## src/rtl/port_rd_dma_pkg.sv

```systemverilog
// Shared definitions for the egress read DMA: dispatch descriptor layout and FSM states.
package port_rd_dma_pkg;

  localparam int DISPATCH_WIDTH = 30;
  localparam int ADDR_LSB       = 14;
  localparam int LEN_LSB        = 7;
  localparam int TAG_LSB        = 0;

  typedef enum logic [2:0] {
    ST_IDLE,
    ST_FETCH,
    ST_LATCH,
    ST_SPACE,
    ST_REQ,
    ST_RECV,
    ST_DONE
  } state_e;

endpackage

```

## src/rtl/rd_dma_framer.sv

```systemverilog
// Beat framer: counts accepted MMU beats, generates sop/eop and flags length mismatches.
module rd_dma_framer #(
  parameter int LEN_W = 7
) (
  input  logic             i_clk,
  input  logic             i_rst,
  input  logic             i_start,
  input  logic             i_beat_en,
  input  logic             i_vld,
  input  logic             i_done,
  input  logic [LEN_W-1:0] i_len,
  output logic             o_wr_en,
  output logic             o_sop,
  output logic             o_eop,
  output logic             o_err,
  output logic             o_fin
);

  logic [LEN_W-1:0] beat_cnt_q;
  logic             drain_q;
  logic             last;

  assign last    = (beat_cnt_q == (i_len - LEN_W'(1)));
  assign o_wr_en = i_beat_en & i_vld & ~drain_q;
  assign o_sop   = o_wr_en & (beat_cnt_q == '0);
  assign o_eop   = o_wr_en & (last | i_done);
  assign o_err   = o_wr_en & (last ^ i_done);
  // The packet is over only once the MMU signals done, even if eop was already framed.
  assign o_fin   = i_beat_en & i_vld & i_done;

  always_ff @(posedge i_clk or posedge i_rst) begin
    if (i_rst) begin
      beat_cnt_q <= '0;
      drain_q    <= 1'b0;
    end else if (i_start) begin
      beat_cnt_q <= '0;
      drain_q    <= 1'b0;
    end else if (o_wr_en) begin
      beat_cnt_q <= beat_cnt_q + LEN_W'(1);
      if (o_eop && !i_done) drain_q <= 1'b1;
    end
  end

endmodule

```

## src/rtl/port_rd_dma.sv

```systemverilog
// Egress read DMA: pops dispatch descriptors, reserves output-FIFO space, then streams MMU data out framed.
module port_rd_dma
  import port_rd_dma_pkg::*;
#(
  parameter int DATA_W = 32,
  parameter int ADDR_W = 16,
  parameter int LEN_W  = 7,
  parameter int TAG_W  = 7,
  parameter int FREE_W = 8
) (
  input  logic                      i_clk,
  input  logic                      i_rst,
  input  logic [DISPATCH_WIDTH-1:0] i_desc_dat,
  input  logic                      i_desc_empty,
  output logic                      o_desc_rd_en,
  output logic                      o_mmu_rd_req,
  output logic [ADDR_W-1:0]         o_mmu_rd_addr,
  output logic [LEN_W-1:0]          o_mmu_rd_len,
  input  logic                      i_mmu_rd_ready,
  input  logic                      i_mmu_rd_vld,
  input  logic [DATA_W-1:0]         i_mmu_rd_dat,
  input  logic                      i_mmu_rd_done,
  output logic                      o_of_wr_en,
  output logic [DATA_W-1:0]         o_of_din,
  output logic                      o_of_sop,
  output logic                      o_of_eop,
  input  logic [FREE_W-1:0]         i_of_free,
  output logic                      o_busy,
  output logic                      o_err,
  output logic [15:0]               o_pkt_cnt
);

  localparam int CMP_W = (LEN_W > FREE_W) ? LEN_W : FREE_W;

  state_e            state_q, state_d;
  logic [ADDR_W-1:0] addr_q;
  logic [LEN_W-1:0]  len_q;
  logic [TAG_W-1:0]  tag_q;
  logic [15:0]       pkt_cnt_q;

  logic [ADDR_W-1:0] desc_addr;
  logic [LEN_W-1:0]  desc_len;
  logic [TAG_W-1:0]  desc_tag;
  logic              desc_rd;
  logic              zero_len;
  logic              fits;
  logic              beat_en;
  logic              frm_err;
  logic              frm_fin;
  logic              unused_tag;

  assign desc_addr  = i_desc_dat[ADDR_LSB +: ADDR_W];
  assign desc_len   = i_desc_dat[LEN_LSB +: LEN_W];
  assign desc_tag   = i_desc_dat[TAG_LSB +: TAG_W];
  assign fits       = (CMP_W'(len_q) <= CMP_W'(i_of_free));
  assign unused_tag = ^tag_q;

  // MMU data cannot be stalled, so beats are accepted from the ready cycle onward.
  assign beat_en = ((state_q == ST_REQ) && i_mmu_rd_ready) || (state_q == ST_RECV);

  always_comb begin
    state_d  = state_q;
    desc_rd  = 1'b0;
    zero_len = 1'b0;
    case (state_q)
      ST_IDLE: begin
        if (!i_desc_empty) begin
          desc_rd = 1'b1;
          state_d = ST_FETCH;
        end
      end
      ST_FETCH: state_d = ST_LATCH;
      ST_LATCH: begin
        if (desc_len == '0) begin
          zero_len = 1'b1;
          state_d  = ST_IDLE;
        end else begin
          state_d = ST_SPACE;
        end
      end
      ST_SPACE: if (fits) state_d = ST_REQ;
      ST_REQ: begin
        if (i_mmu_rd_ready) state_d = frm_fin ? ST_DONE : ST_RECV;
      end
      ST_RECV: if (frm_fin) state_d = ST_DONE;
      ST_DONE: state_d = ST_IDLE;
      default: state_d = ST_IDLE;
    endcase
  end

  always_ff @(posedge i_clk or posedge i_rst) begin
    if (i_rst) begin
      state_q   <= ST_IDLE;
      addr_q    <= '0;
      len_q     <= '0;
      tag_q     <= '0;
      pkt_cnt_q <= '0;
    end else begin
      state_q <= state_d;
      if (state_q == ST_LATCH) begin
        addr_q <= desc_addr;
        len_q  <= desc_len;
        tag_q  <= desc_tag;
      end
      if (state_q == ST_DONE) pkt_cnt_q <= pkt_cnt_q + 16'd1;
    end
  end

  rd_dma_framer #(
    .LEN_W (LEN_W)
  ) u_framer (
    .i_clk     (i_clk),
    .i_rst     (i_rst),
    .i_start   (state_q == ST_LATCH),
    .i_beat_en (beat_en),
    .i_vld     (i_mmu_rd_vld),
    .i_done    (i_mmu_rd_done),
    .i_len     (len_q),
    .o_wr_en   (o_of_wr_en),
    .o_sop     (o_of_sop),
    .o_eop     (o_of_eop),
    .o_err     (frm_err),
    .o_fin     (frm_fin)
  );

  // The FSM idles during reset, so the pop strobe is masked to keep outputs quiet.
  assign o_desc_rd_en  = desc_rd & ~i_rst;
  assign o_mmu_rd_req  = (state_q == ST_REQ);
  assign o_mmu_rd_addr = addr_q;
  assign o_mmu_rd_len  = len_q;
  assign o_of_din      = o_of_wr_en ? i_mmu_rd_dat : '0;
  assign o_busy        = (state_q != ST_IDLE);
  assign o_err         = zero_len | frm_err;
  assign o_pkt_cnt     = pkt_cnt_q;

endmodule

```

## config.mk

```make
export PLATFORM = sky130hd
export DESIGN_NAME = port_rd_dma
export DESIGN_NICKNAME = d
export VERILOG_FILES = /design/src/rtl/port_rd_dma_pkg.sv /design/src/rtl/rd_dma_framer.sv /design/src/rtl/port_rd_dma.sv
export SDC_FILE = /design/constraint.sdc
export NUM_CORES = 1
export LEC_CHECK = 0
export CAP_MARGIN = 30
export CORE_UTILIZATION = 43
export CTS_CLUSTER_DIAMETER = 100
export DETAILED_ROUTE_END_ITERATION = 6
export PLACE_DENSITY_LB_ADDON = 0.05
export SLEW_MARGIN = 10
export SYNTH_ARGS = -nofsm -noshare
export SYNTH_HDL_FRONTEND = slang
export SYNTH_HIERARCHICAL = 1
export SYNTH_SLANG_ARGS = --single-unit
```

## constraint.sdc

```tcl
create_clock -name i_clk -period 4.7 [get_ports i_clk]
set_input_delay 0.94 -clock i_clk [delete_from_list [all_inputs] [get_ports i_clk]]
set_output_delay 0.94 -clock i_clk [all_outputs]
set_load 0.02 [all_outputs]
```

==> results of run 1 <==
[cells by family after synthesis]
kind of cell               after synthesis  synth area share [%]
and+or+nand+nor                        114                  24.1
DFF                                     50                  43.5
xor gates and xnor gates                26                  7.92
buffers and inverters                   26                  4.09
AOI/OAI and AO/OA                       24                  5.79
muxes                                   24                  9.36
adders and majority gates               12                  5.22
[cell usage after synthesis (5+ instances only)]
library cell	count
nand4_1	5
xnor2_1	16
nand3_1	10
nor3_1	5
inv_1	18
dfrtp_1	50
a21oi_1	8
xor2_1	10
mux2_2	23
ha_1	12
nor2_1	18
and2_1	33
nand2_1	13
[worst max-delay path, stage by stage, from the launching register on]
cell and delay, ps:
dfrtp_1 450, inv_1 80, ha_1 230, nor4b_1 330, xnor2_1 100, or4_1 410
a221o_1 310, ha_1 300, and2_1 140, a31o_2 200, clkdlybuf4s50_1 540
[power by group through the flow]
stage               sequential [mW]  combinational (mW)  clock [mW]
global placement              0.737                1.07           0
CTS                           0.739                1.10       0.257
detailed placement            0.747                1.10           0
floorplan                     0.834               0.544           0
finish                        0.739                1.09       0.250
global route                  0.763                1.18       0.273
[how the worst min path moves through the flow]
stage / from / end / cells past startpoint
3_3_place_gp: o_pkt_cnt[15]$_DFFE_PP0N_ / o_pkt_cnt[15]$_DFFE_PP0N_ / 1
2_1_floorplan: u_framer/drain_q$_DFFE_PP0P_ / u_framer/drain_q$_DFFE_PP0P_ / 2
3_5_place_dp: o_pkt_cnt[15]$_DFFE_PP0N_ / o_pkt_cnt[15]$_DFFE_PP0N_ / 1
6_report: o_pkt_cnt[15]$_DFFE_PP0N_ / o_pkt_cnt[15]$_DFFE_PP0N_ / 1
4_1_cts: o_pkt_cnt[15]$_DFFE_PP0N_ / o_pkt_cnt[15]$_DFFE_PP0N_ / 1
5_1_grt: o_pkt_cnt[15]$_DFFE_PP0N_ / o_pkt_cnt[15]$_DFFE_PP0N_ / 1
[sequential cells by signal, summed over array words and instances (netlist names)]
register             count
o_mmu_rd_addr           16
o_pkt_cnt               16
o_mmu_rd_len             7
u_framer/beat_cnt_q      7
state_q                  3
u_framer/drain_q         1
[metal layers]
metal / wire, um / vias to the layer above / track usage, % / share of wire [%]
met4: 122 / 0 / 5.39 / 1.6
met3: 638 / 12 / 7.12 / 8.3
li1: - / 1244 / - / -
met1: 3130 / 1202 / 27.1 / 41
met2: 3800 / 104 / 39.1 / 49
met5: 0 / - / 0 / 0
[area by class of cell]
type	count	area, um2	area share (%)
multi-input combinational	200	1510	33.5
timing repair buffer	149	1480	33.0
sequential	50	1250	27.8
tap	77	96.3	2.14
clock buffer	5	68.8	1.53
inverter	18	67.6	1.50
clock inverter	3	21.3	0.473
==> impl_metrics.toml, run 1 <==
[global_route]
grt_pass1_vias = 2688
grtUsageTotal_pct = 22.5
grt_max_degree = 43
grt-ovfl-total = 0
antenna_found_initial = 0
grt_pass1_wl_mm = 12.8

[logic_synthesis]
synth.avg_cell_area_um2 = 10.4
synthTopCellsByArea = "dfrtp_1 44%, mux2_2 9.0%, and2_1 7.2%"
async_reset_ff_share_pct = 100
syn_inst = 276
syn_area_um2 = 2870
synth_ff_type = "dfrtp_1"
yosys_warnings = 6
synth_seq_cells = 50
synth_enable_flop_cells = 0
synth_nets = 364
yosysTopAreaCellShare_pct = 43.5
yosysSeqAreaShare_pct = 43.5
yosys.area.top_type = "dfrtp_1"
ys_types = 49

[placed_design]
place.gp.congestion = 0.805
post-dp-hpwl_mm = 6.11
dpl.cell_count = 494
portBuffers = 146
place_ws_ps = 656
dpl_cell_area_um2 = 4400

[pwr]
clock_power_share_pct = 12.0
p_sw_mw = 0.819
power.density_nw_per_um2 = 463
p_int_mw = 1.26
finalPower_mw = 2.08
combPwrFrac_pct = 52.5
p_seq_share_pct = 35.5
irDropWorstVdd_mv = 0.365
p_leak_nw = 1.93
p_sw_share_pct = 39.3

[finish]
n_antenna_cell = 0
layout.nets = 512
layout_common_cells = "146 x clkdlybuf4s50_1, 50 x dfrtp_1, 33 x and2_1"
layout_commonest_cell = "clkdlybuf4s50_1"
n_fill_cell = 479
layoutNonFillerInstCount = 502
drive_gt1_share_pct = 9.65
final_area_um2 = 4490
utilization_pct = 70.4
syn2layout_area_growth_pct = 56.4

[timing]
whs_ps = 487
clock.fmax_mhz = 231
worst_slew_pin_slew_ps = 539
setup_viol = 0
period_share_pct = 92.1
period_needed_ps = 4330
tns_ps = 0
setup_ws_ps = 372
grt_setup_unrepaired = "no"
finalMaxSlewViolations = 0
slew_headroom_pct = 64.1
finClkSkew_ps = 14.1
hold_viol = 0

[drt]
drt_pre_antenna_iters = 4
vias_per_cell = 5.10
postRouteAntennaNets = 0
wl_per_cell_um = 15.3
drc_errors = 0
drtIter0Drc = 105
vias = 2562
routed_wl_mm = 7.69

[clock_tree]
post-cts-setup-buffers = 0
insertion_delay_ps = 300
clockRootBuffer = "clkbuf_8"
cts_hold_buf = 0
clockBufferDepth = 2
cts_tree = "yes"
h-tree-depth = 2
numClockSinks = 50
numCtsBuffers = 5
ctsResizeCount = 0
clkTransAtPathRegs_ps = 100

[setup_path]
r2r_slack_ps = 2190
worst-r2r-cell-count = 10
crit_path_end = "o_err"
worstPathRequired_ps = 3760
arrival_ps = 3390
timing.rr.end = "u_framer/drain_q$_DFFE_PP0P_"
critPathLaunchType = "flip-flop"
reg2reg_from = "o_mmu_rd_len[0]$_DFFE_PP0P_"
critPathMaxFanout = 6
worstSetupStartpoint = "o_mmu_rd_len[0]$_DFFE_PP0P_"
crit_type = "reg2out"
crit_path_end_kind = "output port"

[floorplanning]
dieArea_um2 = 7010
die_w_um = 83.8
ioPinCount = 154
rows = 29
die_h_um = 83.8
core_um2 = 6390
start_util_pct = 45.0

[worst_hold_path]
min_path_type = "reg2reg"

[run]
maxCapViolCount = 0

[outcome]
status = "finished clean"
Note: power is estimated with default switching activity, not from simulation.
==> run 2, diff against run 1 <==
--- a/config.mk
+++ b/config.mk
@@ -6,6 +6,7 @@
 export NUM_CORES = 1
 export LEC_CHECK = 0
 export CAP_MARGIN = 30
+export CORE_ASPECT_RATIO = 0.5
 export CORE_UTILIZATION = 43
 export CTS_CLUSTER_DIAMETER = 100
 export DETAILED_ROUTE_END_ITERATION = 6
==> run 2 against run 1 <==
  * Register-to-register slack got worse by 50 ps
  * Routed wire length fell by 3.9%
  * Via count rose by 1.8%
  * Hold slack got worse by 14 ps
  * Clock skew fell by 6.8 ps
  * Non-clock buffer count rose by 1
  * Largest cell class is now non-clock buffers
  * Largest power group unchanged
  * Global-route usage fell by 1.0 points
==> impl_metrics.toml, run 2 (synthesis results as in run 1) <==
[floorplanning]
die_h_um = 59.8
rows = 20
core_um2 = 6260
start_util_pct = 45.9
die_w_um = 118
dieArea_um2 = 7030
ioPinCount = 154

[timing]
hold_viol = 0
slew_headroom_pct = 65.3
period_needed_ps = 4350
period_share_pct = 92.6
tns_ps = 0
finalMaxSlewViolations = 0
worst_slew_pin_slew_ps = 516
clock.fmax_mhz = 230
finClkSkew_ps = 7.26
grt_setup_unrepaired = "no"
setup_viol = 0

[placed_design]
dpl.cell_count = 506
place.gp.congestion = 0.823
post-dp-hpwl_mm = 5.84
portBuffers = 146

[global_route]
grtUsageTotal_pct = 21.5
antenna_found_initial = 0
grt_pass1_wl_mm = 11.8
grt_max_degree = 38
grt-ovfl-total = 0
grt_pass1_vias = 2544

[setup_path]
crit_family = "simple AND/OR/NAND/NOR gates"
cpMostUsedCell = "ha_1"
worstSetupPathDepth = 10
critPathMaxFanout = 6
timing.rr.end = "u_framer/drain_q$_DFFE_PP0P_"
worstPathRequired_ps = 3760
path_cells = "inv_1, ha_1, nor4b_1, xnor2_1, or4_1, a221o_1, ha_1, and2_1, a31o_2, clkdlybuf4s50_1"
critPathLaunchType = "flip-flop"
crit_buf_inv = 2
worstSetupStartpoint = "o_mmu_rd_len[0]$_DFFE_PP0P_"
crit_path_end = "o_err"
cp_slowest_cell = "clkdlybuf4s50_1"
crit_path_end_kind = "output port"
reg2reg_from = "o_mmu_rd_len[0]$_DFFE_PP0P_"
r2r_slack_ps = 2140
arrival_ps = 3410
crit_type = "reg2out"
cp_slowest_stage_delay_ps = 530
worst-r2r-cell-count = 10

[finish]
n_fill_cell = 461
syn2layout_area_growth_pct = 59.5
n_antenna_cell = 0
multi_input_area_um2 = 1510
layout_commonest_cell = "clkdlybuf4s50_1"
layoutNonFillerInstCount = 513
layout.nets = 513
utilization_pct = 73.3
layout_common_cells = "146 x clkdlybuf4s50_1, 50 x dfrtp_1, 33 x and2_1"
drive_gt1_share_pct = 9.65
regArea_um2 = 1250

[drt]
vias_per_cell = 5.08
drc_errors = 0
dr_wl_met2_mm = 3.72
routed_wl_mm = 7.39
wl_met3_um = 502
m1WireLength_mm = 3.02
postRouteAntennaNets = 0
drt_pre_antenna_iters = 4
top_layer = "met4"
wl_per_cell_um = 14.4
vias = 2608
drtIter0Drc = 116

[worst_hold_path]
min_path_type = "reg2reg"

[pwr]
p_leak_nw = 1.97
irDropWorstVdd_mv = 0.170
power.density_nw_per_um2 = 476

[run]
maxCapViolCount = 0

[clock_tree]
insertion_delay_ps = 290
clkTransAtPathRegs_ps = 60
numCtsBuffers = 5
cts_tree = "yes"
cts_hold_buf = 0
clockRootBuffer = "clkbuf_16"
h-tree-depth = 2
numClockSinks = 50
ctsResizeCount = 0
post-cts-setup-buffers = 0
clockBufferDepth = 2

[outcome]
status = "finished clean"
==> run 2: worst min path at each step <==
stage                                              end  cells past startpoint                    startpoint  slack (ps)
after floorplan           u_framer/drain_q$_DFFE_PP0P_                      2  u_framer/drain_q$_DFFE_PP0P_         470
after global placement       o_pkt_cnt[15]$_DFFE_PP0N_                      1     o_pkt_cnt[15]$_DFFE_PP0N_         470
after detailed placement     o_pkt_cnt[15]$_DFFE_PP0N_                      1     o_pkt_cnt[15]$_DFFE_PP0N_         460
after CTS                    o_pkt_cnt[15]$_DFFE_PP0N_                      1     o_pkt_cnt[15]$_DFFE_PP0N_         480
after global routing         o_pkt_cnt[15]$_DFFE_PP0N_                      1     o_pkt_cnt[15]$_DFFE_PP0N_         520
final                        o_pkt_cnt[15]$_DFFE_PP0N_                      1     o_pkt_cnt[15]$_DFFE_PP0N_         470
==> run 2: layout make-up <==
cell class	count	share of cell area, %
Inverter	18	1.47
Sequential cell	50	27.3
Multi-Input combinational cell	200	32.8
Clock buffer	5	2.73
Timing Repair Buffer	150	33.0
Clock inverter	2	0.300
Tap cell	88	2.40
==> run 2: layer usage <==
layer | up-vias | track usage (%)
met4 | 0 | 6.41
met2 | 92 | 39.7
li1 | 1250 | -
met1 | 1251 | 24.9
met3 | 15 | 6.30
met5 | - | 0
==> run 2: metrics by stage <==
stage          cell area [um2]  hold WS, ps  setup slack [ps]  power [mW]
2_1_floorplan             2870          467              1310        1.38
6_report                  4580          473               346        2.18
3_5_place_dp              4450          464               646        1.84
5_1_grt                   4580          515               204        2.32
3_3_place_gp              4420          469               728        1.80
4_1_cts                   4580          476               349        2.20
==> run 2: report_power, final <==
group / leakage, nW / switching, mW / internal, mW
clock network: 0.0701 / 0.156 / 0.195
registers: 0.640 / 0.167 / 0.570
logic: 1.26 / 0.505 / 0.591
==> run 2: worst register-to-register path, stage by stage, from the launching register on <==
cell	delay [ps]
dfrtp_1	450
inv_1	90
ha_1	230
nor4b_1	350
xnor2_1	110
or4_1	420
a221o_1	340
ha_1	190
nor2_1	150
a21oi_1	90
nor2_1	80
==> run 3, diff against run 2 <==
--- a/config.mk
+++ b/config.mk
@@ -11,6 +11,8 @@
 export CTS_CLUSTER_DIAMETER = 100
 export DETAILED_ROUTE_END_ITERATION = 6
 export PLACE_DENSITY_LB_ADDON = 0.05
+export RECOVER_POWER = 100
+export SKIP_CTS_REPAIR_TIMING = 1
 export SLEW_MARGIN = 10
 export SYNTH_ARGS = -nofsm -noshare
 export SYNTH_HDL_FRONTEND = slang
==> run 3 against run 2 <==
  * Largest power group unchanged
  * The flow now finishes with violations (max-capacitance violations, max-slew violations)
  * Sequential share of layout area increased by 0.42 points
  * Register-to-register slack got worse by 30 ps
  * Total power decreased by 3.8%
  * Routed wire length decreased by 0.19%
  * Critical endpoint unchanged
  * Flip-flop and latch count unchanged
  * Via count increased by 0.58%
  * First-iteration DRC count increased by 15%
  * Design area decreased by 1.5%
  * Global-route usage unchanged
  * Final cell count unchanged
  * Non-clock buffer count unchanged
  * Clock power about the same
  * Highest routed layer unchanged
==> impl_metrics.toml, run 3 (synthesis results as in run 1) <==
[outcome]
status = "complete, but fails checks"
violations = "max-capacitance violations, max-slew violations"

[global_route]
grt_pass1_vias = 2544
grt_max_degree = 38
grtUsageTotal_pct = 21.5
grt_pass1_wl_mm = 11.8
antenna_found_initial = 0
grt-ovfl-total = 0

[pwr]
irDropWorstVdd_mv = 0.170
p_leak_nw = 2.07
power.density_nw_per_um2 = 465

[clock_tree]
insertion_delay_ps = 290
clockRootBuffer = "clkbuf_16"
h-tree-depth = 2
numClockSinks = 50
clockBufferDepth = 2
numCtsBuffers = 5
cts_tree = "yes"
clkTransAtPathRegs_ps = 60

[timing]
period_share_pct = 92.2
tns_ps = 0
grt_setup_unrepaired = "no"
worst_slew_pin_slew_ps = 1620
period_needed_ps = 4330
hold_viol = 0
clock.fmax_mhz = 231
whs_ps = 467
finClkSkew_ps = 6.68
setup_viol = 0
slew_headroom_pct = -8.23
finalMaxSlewViolations = 35

[placed_design]
post-dp-hpwl_mm = 5.84
portBuffers = 146
place.gp.congestion = 0.823

[finish]
n_antenna_cell = 0
layout.nets = 513
syn2layout_area_growth_pct = 57.1
layout_commonest_cell = "dlygate4sd3_1"
layout_common_cells = "80 x dlygate4sd3_1, 66 x clkdlybuf4s50_1, 50 x dfrtp_1"
drive_gt1_share_pct = 8.24

[floorplanning]
ioPinCount = 154
die_h_um = 59.8
rows = 20
start_util_pct = 45.9
core_um2 = 6260
die_w_um = 118
dieArea_um2 = 7030

[setup_path]
crit_buf_inv = 2
crit_family = "simple AND/OR/NAND/NOR gates"
path_cells = "inv_1, ha_1, nor4b_1, xnor2_1, or4_1, a221o_1, ha_1, and2_1, a31o_2, clkdlybuf4s50_1"
critPathLaunchType = "flip-flop"
crit_path_end_kind = "output port"
worstPathRequired_ps = 3760
cp_slowest_stage_delay_ps = 530
cpMostUsedCell = "ha_1"
crit_type = "reg2out"
arrival_ps = 3390
critPathMaxFanout = 6
cp_slowest_cell = "clkdlybuf4s50_1"

[drt]
postRouteAntennaNets = 0
drtIter0Drc = 133
wl_per_cell_um = 14.4
drc_errors = 0
routed_wl_mm = 7.37
drt_pre_antenna_iters = 4
vias = 2623
vias_per_cell = 5.11

[run]
maxCapViolCount = 1

[worst_hold_path]
min_path_type = "reg2reg"
-- run 3: changes by cell type in the layout (fill, tap and decap cells not counted), moves of 2 or more --
cell	delta
clkdlybuf4s50_1	-80
dlygate4sd3_1	+80
buf_4	-2
clkbuf_1	+3
-- run 3: stage by stage --
step | power (mW) | cells | area (um2) | utilization (%) | worst slack, ps
final | 2.10 | 513 | 4510 | 72.2 | 368
after detailed placement | 1.84 | 506 | 4450 | 71.1 | 646
after global routing | 2.24 | 513 | 4510 | 72.2 | 203
after global placement | 1.80 | 505 | 4420 | 70.6 | 728
after CTS | 2.20 | 513 | 4580 | 73.3 | 349
after floorplan | 1.38 | 276 | 2870 | - | 1310
-- run 3: metal layers --
metal	track usage (%)	share of wire (%)	vias up
li1	-	-	1259
met2	39.7	51	103
met4	6.41	1.4	0
met3	6.30	7.1	11
met1	24.9	41	1250
met5	0	0	-
-- run 3: layout make-up --
cell class | instances | area, um2
Tap cell | 88 | 110
Inverter | 18 | 67.6
Clock inverter | 2 | 13.8
Multi-Input combinational cell | 200 | 1470
Clock buffer | 5 | 125
Sequential cell | 50 | 1250
Fill cell | 470 | 1740
Timing Repair Buffer | 150 | 1480
-- run 3: power by group --
group	switching (mW)	internal, mW	total, mW
Clock	0.156	0.195	0.351
Combinational	0.498	0.526	1.02
Sequential	0.154	0.569	0.724
-- run 3: worst paths after layout --
path	slack, ps	depth (start not counted)	start	endpoint
hold / removal	470	1	o_pkt_cnt[15]$_DFFE_PP0N_	o_pkt_cnt[15]$_DFFE_PP0N_
setup reg to reg	2110	5	state_q[2]$_DFFE_PP0P_	state_q[1]$_DFFE_PP0P_
max in group asynchronous	1690	4	i_rst	o_pkt_cnt[10]$_DFFE_PP0N_
setup / recovery	370	10	o_mmu_rd_len[0]$_DFFE_PP0P_	o_err
min in group asynchronous	1090	2	i_rst	u_framer/beat_cnt_q[4]$_DFFE_PP0P_
hold reg to reg	470	1	o_pkt_cnt[15]$_DFFE_PP0N_	o_pkt_cnt[15]$_DFFE_PP0N_
-- run 3: worst register-to-register path, stage by stage, from the launching register on --
cell,delay [ps]
dfrtp_1,510
nor3b_4,220
clkbuf_1,1190
a21boi_0,380
o22ai_1,130
nand3_1,100
